## config.mk

```make
export PLATFORM = sky130hd
export DESIGN_NAME = bcd_round_seq
export DESIGN_NICKNAME = d
export VERILOG_FILES = /design/src/rtl/bcd_round_seq.sv
export SDC_FILE = /design/constraint.sdc
export NUM_CORES = 1
export LEC_CHECK = 0
export CAP_MARGIN = 20
export CORE_UTILIZATION = 50
export DETAILED_ROUTE_END_ITERATION = 16
export GPL_ROUTABILITY_DRIVEN = 1
export PLACE_DENSITY_LB_ADDON = 0.2
export SLEW_MARGIN = 20
export SYNTH_ARGS = -nofsm -noshare
export SYNTH_HDL_FRONTEND = slang
export SYNTH_SLANG_ARGS = --single-unit
```

## constraint.sdc

```tcl
create_clock -name clk -period 1.9 [get_ports clk]
set_input_delay 0.57 -clock clk [delete_from_list [all_inputs] [get_ports clk]]
set_output_delay 0.57 -clock clk [all_outputs]
set_load 0.03 [all_outputs]
```

## src/rtl/bcd_round_seq.sv

```systemverilog
// bcd_round_seq: sequential binary-to-BCD converter with half-up rounding.
// Converts BIN_W-bit binary to 7 BCD digits (shift-add-3, one bit per clock),
// rounds away the last digit to a 1-bit leading digit plus 5 BCD digits,
// saturating at 1_99999, and presents the result on a valid/ready handshake.
// Optional feature macro: BCD_SIGNED_EN (two's complement input, sign on out_neg).
module bcd_round_seq #(
  parameter int unsigned BIN_W = 21
) (
  input  logic             clk,
  input  logic             rst,
  input  logic             in_valid,
  output logic             in_ready,
  input  logic [BIN_W-1:0] in_bin,
  output logic             out_valid,
  input  logic             out_ready,
  output logic             out_hi,
  output logic [19:0]      out_digits,
  output logic             out_ovf,
  output logic             out_neg,
  output logic             busy
);

  localparam int unsigned ACC_W = 28;
  localparam int unsigned DIG_W = 20;
  localparam int unsigned CMP_W = 22;
  localparam int unsigned CNT_W = $clog2(BIN_W + 1);
  localparam logic [CMP_W-1:0] MAX_VAL = CMP_W'(1999999);

  typedef enum logic [1:0] {IDLE, CONV, ROUND, HOLD} state_t;

  state_t           state;
  logic [ACC_W-1:0] acc;
  logic [BIN_W-1:0] shreg;
  logic [CNT_W-1:0] cnt;
  logic             ovf_q;

  logic [BIN_W-1:0] mag_c;
  logic [ACC_W-2:0] acc_adj_c;
  logic [DIG_W-1:0] rnd_digits_c;
  logic             rnd_hi_c;
  logic             rnd_ovf_c;
  logic             carry_c;
  logic [3:0]       nib_c;

  // Magnitude of the incoming value (sign stripped when signed input is enabled).
  always_comb begin
    mag_c = in_bin;
`ifdef BCD_SIGNED_EN
    if (in_bin[BIN_W-1]) begin
      mag_c = ~in_bin + BIN_W'(1);
    end
`endif
  end

  // Add-3 correction on the six low digits; the leading digit never reaches 5 before its last shift.
  always_comb begin
    acc_adj_c = acc[ACC_W-2:0];
    for (int i = 0; i < 6; i++) begin
      if (acc[4*i +: 4] >= 4'd5) begin
        acc_adj_c[4*i +: 4] = acc[4*i +: 4] + 4'd3;
      end
    end
  end

  // Half-up rounding on the last digit with decimal carry and saturation at 1_99999.
  always_comb begin
    carry_c      = (acc[3:0] >= 4'd5);
    nib_c        = 4'd0;
    rnd_digits_c = '0;
    for (int i = 0; i < 5; i++) begin
      nib_c = acc[4 + 4*i +: 4];
      if (carry_c) begin
        if (nib_c == 4'd9) begin
          nib_c = 4'd0;
        end else begin
          nib_c   = nib_c + 4'd1;
          carry_c = 1'b0;
        end
      end
      rnd_digits_c[4*i +: 4] = nib_c;
    end
    rnd_hi_c  = (acc[27:24] != 4'd0);
    rnd_ovf_c = 1'b0;
    if (carry_c) begin
      if (acc[27:24] == 4'd0) begin
        rnd_hi_c = 1'b1;
      end else begin
        rnd_hi_c     = 1'b1;
        rnd_digits_c = 20'h99999;
        rnd_ovf_c    = 1'b1;
      end
    end
    if (ovf_q) begin
      rnd_hi_c     = 1'b1;
      rnd_digits_c = 20'h99999;
      rnd_ovf_c    = 1'b1;
    end
  end

`ifndef BCD_SIGNED_EN
  assign out_neg = 1'b0;
`else
  logic neg_q;
`endif

  // Control FSM with conversion datapath and registered outputs.
  always_ff @(posedge clk) begin
    if (rst) begin
      state      <= IDLE;
      in_ready   <= 1'b1;
      out_valid  <= 1'b0;
      busy       <= 1'b0;
      out_hi     <= 1'b0;
      out_digits <= '0;
      out_ovf    <= 1'b0;
      acc        <= '0;
      shreg      <= '0;
      cnt        <= '0;
      ovf_q      <= 1'b0;
`ifdef BCD_SIGNED_EN
      neg_q      <= 1'b0;
      out_neg    <= 1'b0;
`endif
    end else begin
      case (state)
        IDLE: begin
          if (in_valid) begin
            shreg    <= mag_c;
            acc      <= '0;
            cnt      <= CNT_W'(BIN_W);
            ovf_q    <= (CMP_W'(mag_c) > MAX_VAL);
`ifdef BCD_SIGNED_EN
            neg_q    <= in_bin[BIN_W-1];
`endif
            in_ready <= 1'b0;
            busy     <= 1'b1;
            state    <= CONV;
          end
        end
        CONV: begin
          acc   <= {acc_adj_c, shreg[BIN_W-1]};
          shreg <= {shreg[BIN_W-2:0], 1'b0};
          cnt   <= cnt - CNT_W'(1);
          if (cnt == CNT_W'(1)) begin
            state <= ROUND;
          end
        end
        ROUND: begin
          out_hi     <= rnd_hi_c;
          out_digits <= rnd_digits_c;
          out_ovf    <= rnd_ovf_c;
`ifdef BCD_SIGNED_EN
          out_neg    <= neg_q & (rnd_hi_c | (|rnd_digits_c));
`endif
          out_valid  <= 1'b1;
          busy       <= 1'b0;
          state      <= HOLD;
        end
        HOLD: begin
          if (out_ready) begin
            out_valid <= 1'b0;
            in_ready  <= 1'b1;
            state     <= IDLE;
          end
        end
        default: state <= IDLE;
      endcase
    end
  end

endmodule
```

Word level (Yosys, flattened, before mapping)
Index checks and enable logic that the tools add are counted.
{"block": "classes", "n_addsub": 12, "n_lt_le_gt_ge": 7, "n_eq_ne": 12, "n_mux": 51, "reduce_logical": 13}
{"op": "$mux W4", "count": 16}
{"op": "$mux W20", "count": 3}
{"op": "$pmux W28 S2", "count": 1}
{"op": "$pmux W21 S2", "count": 1}
{"op": "$mux W28", "count": 1}
{"op": "$add A4 B2 Y4 const B", "count": 6}
{"op": "$ge A4 B3 Y1 const B", "count": 6}
{"op": "$gt A21 B21 Y1 const B", "count": 1}
{"op": "$mux W21", "count": 1}
{"op": "$add A4 B1 Y4 const B", "count": 5}
{"op": "$eq A4 B4 Y1 const B", "count": 5}
{"op": "$mux W1", "count": 19}
{"op": "$pmux W5 S2", "count": 1}
{"op": "$pmux W2 S4", "count": 1}
{"op": "$reduce_and A2 Y1", "count": 4}
{"op": "$reduce_bool A2 Y1", "count": 4}
{"op": "$mux W2", "count": 3}
{"op": "$ne A2 B2 Y1 const B", "count": 3}
{"op": "$pmux W1 S2", "count": 3}
{"op": "$reduce_and A3 Y1", "count": 2}
{"op": "$eq A5 B1 Y1 const B", "count": 1}
{"op": "$mux W5", "count": 1}
{"op": "$sub A5 B1 Y5 const B", "count": 1}
{"op": "$eq A2 B2 Y1 const B", "count": 2}
{"op": "other kinds (4)", "count": 4}
{"block": "totals", "reg_bits": 82, "in_bits": 25, "output_inout_bits": 26, "wordCells": 106}

Logic depth before layout (Yosys ltp)
{"block": "depth", "word_depth": 10, "ltp_mapped": 9, "ltp_nobuf": 7}

Worst setup path before layout
Ideal clock, no wire load.
{"block": "synth_timing", "path_type": "register -> register", "from": "register acc[1]", "to": "register out_digits[3]", "setup_ns": 0.079, "arrival_time_ns": 1.679, "required_time_ns": 1.821, "slack_ns": 0.141, "stages_incl_launch_ff": 9, "path_buffers": 1, "synth_period_minus_slack_ns": 1.759, "path_cell_list": "dfxtp_1 inv_1 ha_1 nand2b_1 a21oi_1 buf_2 o21ai_1 o311a_1 a211oi_2"}
{"block": "synth_between", "elab_chain_len": 8, "word_cells_on_any_way": 10, "classes_between": "order compare: 1; mux: 9"}
{"element": "from (decl)", "line": "32", "rtl": "logic [ACC_W-1:0] acc;"}
{"element": "from (signal assigned)", "line": "141", "rtl": "acc <= {acc_adj_c, shreg[BIN_W-1]};"}
{"element": "$ge A4 B3 Y1 *", "line": "67", "rtl": "carry_c = (acc[3:0] >= 4'd5);"}
{"element": "$mux W1 (5 in series)", "line": "72", "rtl": "if (carry_c) begin"}
{"element": "$mux W20 *", "line": "84", "rtl": "if (carry_c) begin"}
{"element": "$mux W20 *", "line": "93", "rtl": "if (ovf_q) begin"}
{"element": "to (signal assigned)", "line": "150", "rtl": "out_digits <= rnd_digits_c;"}
{"element": "to (decl)", "line": "17", "rtl": "output logic [19:0] out_digits,"}
Mark *: on every way between the ends. The rest lies on a longest branch, timed or not.
A chain may end at the register's enable or synchronous reset.

Worst setup path after layout
{"block": "layout_timing", "from": "register acc[0]", "to": "register out_digits[11]"}
{"block": "layout_between", "elab_chain_len": 8, "word_cells_on_any_way": 10, "classes_between": "order compare: 1; mux: 9"}
{"element": "$ge A4 B3 Y1 *", "line": "67"}
{"element": "$mux W1 * (2 in series)", "line": "72"}
{"element": "$mux W1 (3 in series)", "line": "72"}
{"element": "$mux W20 *", "line": "84"}
{"element": "$mux W20 *", "line": "93"}
Marks and branches as above.

==> out/metrics.cfg <==
[floorplanning]
row_count = 34
start_util_pct = 51.4
core_area_um2 = 8640
die_y_um = 96.2
die_w_um = 96.2
dieArea_um2 = 9260
ioPinCount = 51

[layout]
syn_to_final_growth_pct = 28.2
multi_input_area_um2 = 2620
fillers = 748
regArea_um2 = 1650
drive_gt1_share_pct = 17.5
final_cell_mix = 81 x nor2_1, 81 x dfxtp_1, 61 x buf_4
finish.utilization_pct = 65.9
fin_nets = 660
antenna_cells = 0

[placement]
dp_hpwl_um = 7940
pre_cts_slack_ps = -161
place.gp.congestion = 0.902
port_buffers = 49

[setup_path]
end_kind = flop
r2r_slack_ps = 40
cp_data_arrival_time_ps = 2140
worstPathCellList = inv_1, ha_1, nand2b_1, a21o_2, buf_4, nand2_2, or3_1, a311oi_1
reg2reg_depth = 8
cp_top_family = compound AO/OA/AOI/OAI gates
worstPathRequired_ps = 2180
r2r-start = acc[0]
start_kind = flop
critPathBufInv = 2
critPathMaxStageDelay_ps = 370
slowest_stage = dfxtp_4
path_class = reg -> reg
timing.critical_path.fanout_max = 8
r2r_end = out_digits[11]

[synth]
ys_seq_elements = 82
ys_async_sr_fraction_pct = 0
syn_area_um2 = 4440
ys_seq_area_share_pct = 37.0
synth-edff-count = 0
ys.flop_type = dfxtp_1
yosysWarnings = 0
syn-instance-count = 525
yosysUniqueCellTypes = 58
syn_area_per_cell_um2 = 8.45
syn-num-nets = 573

[global_routing]
grt_use_met1_pct = 32.8
overflow = 0
top_usage_layer = met2
grt_max_degree = 67
antenna_found_initial = 0
gr-usage-met2_pct = 42.7
use_met3_pct = 5.45
grt_pass1_wl_um = 18300
first_global_vias = 3845
grt_usage_pct = 25.8

[hold_path]
min_path_cells = 2
hold_path.startpoint = out_digits[17]
hold_path_class = reg -> reg
hold_path_end = out_digits[17]

[power_and_ir_drop]
leakage_nw = 2.41
power_density_nw_per_um2 = 1160
ir_worst_vdd_mv = 1.18

[sta]
layout_worst_path_cycle_share_pct = 98.0
slew_violations = 0
setup_viol = 0
max_slew_margin_pct = 63.4
hold_viol = 0
worstMarginPinSlew_ps = 544
min_period_ps = 1860
timing.fmax_mhz = 537
setup_slack_ps = 37.5
finClkSkew_ps = 12.4
grt_setup_unrepaired = yes

[clock_network]
cts_tree = yes
clkTransAtPathRegs_ps = 90
cts.sinks = 82
htree_levels = 3
cts_root_buf = clkbuf_8
cts_buffers = 9
cts_buffer_depth = 2
insertion_delay_ps = 360

[detailed_routing]
drt-total-wl_um = 11200
firstDrtPassIters = 5
post-route-drc-count = 0
avgViaCountPerCell = 5.68
vias = 4110
wl_per_cell_um = 15.5
postRouteAntennaNets = 0
drtIter0Drc = 186

[run_status]
status = finished, final reports clean

[run]
maxCapViolCount = 0

==> worst register-to-register path, cell delays in order, from the launching register on <==
cell and delay, ps:
dfxtp_4 370, inv_1 40, ha_1 200, nand2b_1 90, a21o_2 290, buf_4 170
nand2_2 40, or3_1 340, a311oi_1 250
==> metal layers <==
layer  up-vias  part of all wire, %
met5         -                    0
met4         0                  2.4
met3        25                  4.9
met2       108                   49
met1      1928                   44
li1       2049                    -
==> flip-flops by register name (all words and copies together), names as in the netlist, 2 cells and up <==
signal / count
acc: 28
out_digits: 20
cnt: 5
shreg: 21
state: 2
==> how the worst max path moves through the flow <==
stage,end,startpoint,slack [ps],cells after the start
after floorplan,out_digits[3],acc[1],140,8
after global placement,acc[7],in_valid,-130,6
after detailed placement,acc[19],in_valid,-160,7
after CTS,out_digits[17],acc[9],10,7
after global routing,out_digits[11],acc[0],-30,8
final,out_digits[11],acc[0],40,8
==> cell type report <==
class | instances | area share, %
inverter | 22 | 1.45
multi-input combinational | 383 | 46.0
tap | 108 | 2.38
sequential | 82 | 28.9
timing repair buffer | 114 | 17.4
clock inverter | 6 | 1.63
clock buffer | 9 | 2.18
==> cells in the mapped netlist, types with 10 or more instances <==
master     n  area (um^2)
dfxtp_1   82         1640
nor2_1    82          308
nand2_1   30          113
a21oi_1   27          135
mux2i_1   25          250
clkbuf_1  23         86.3
ha_1      23          288
inv_1     22         82.6
a211oi_1  20          150
a22oi_1   18          135
o21ai_0   18         90.1
nand2b_1  14         87.6
nor3_1    10         50.1
o31ai_1   10         75.1
==> repair_timing <==
item / CTS / global route
pin swaps: 1 / 3
gates resized for setup: 29 / 11
gates cloned: 0 / 0
hold buffers: 0 / 0
setup endpoints to repair: 29 / 14
setup buffers: 0 / 3
==> report_power, final <==
group | leakage [nW] | switching, mW | internal [mW] | total (mW)
clock | 0.102 | 0.652 | 0.737 | 1.39
sequential | 0.670 | 0.240 | 2.13 | 2.37
combinational | 1.63 | 1.71 | 1.14 | 2.85
==> cell families (layout without fill, tap and decap cells) <==
group                    count (synthesis)  in the layout  share of synthesized area (%)
buffers and inverters                   60            151                           5.67
adder cells (fa/ha/maj)                 23             23                           6.48
XOR/XNOR                                 8              8                           1.58
flip-flops                              82             82                           37.0
other                                    1              1                         0.0845
multiplexers                            27             27                           6.15
AND/OR/NAND/NOR                        187            187                           21.7
AO/OA/AOI/OAI                          137            137                           21.4
==> through the flow <==
step / hold WS, ps / cells / cell area [um^2] / setup TNS (ps) / total power, mW
CTS: 452 / 721 / 5610 / 0 / 6.61
detailed placement: 443 / 706 / 5410 / -4440 / 5.30
global placement: 436 / 706 / 5410 / -2830 / 5.22
floorplan: 444 / 525 / 4440 / 0 / 4.25
global route: 480 / 724 / 5690 / -123 / 7.07
finish: 449 / 724 / 5690 / 0 / 6.61
Power figures use the tool's default switching activity.
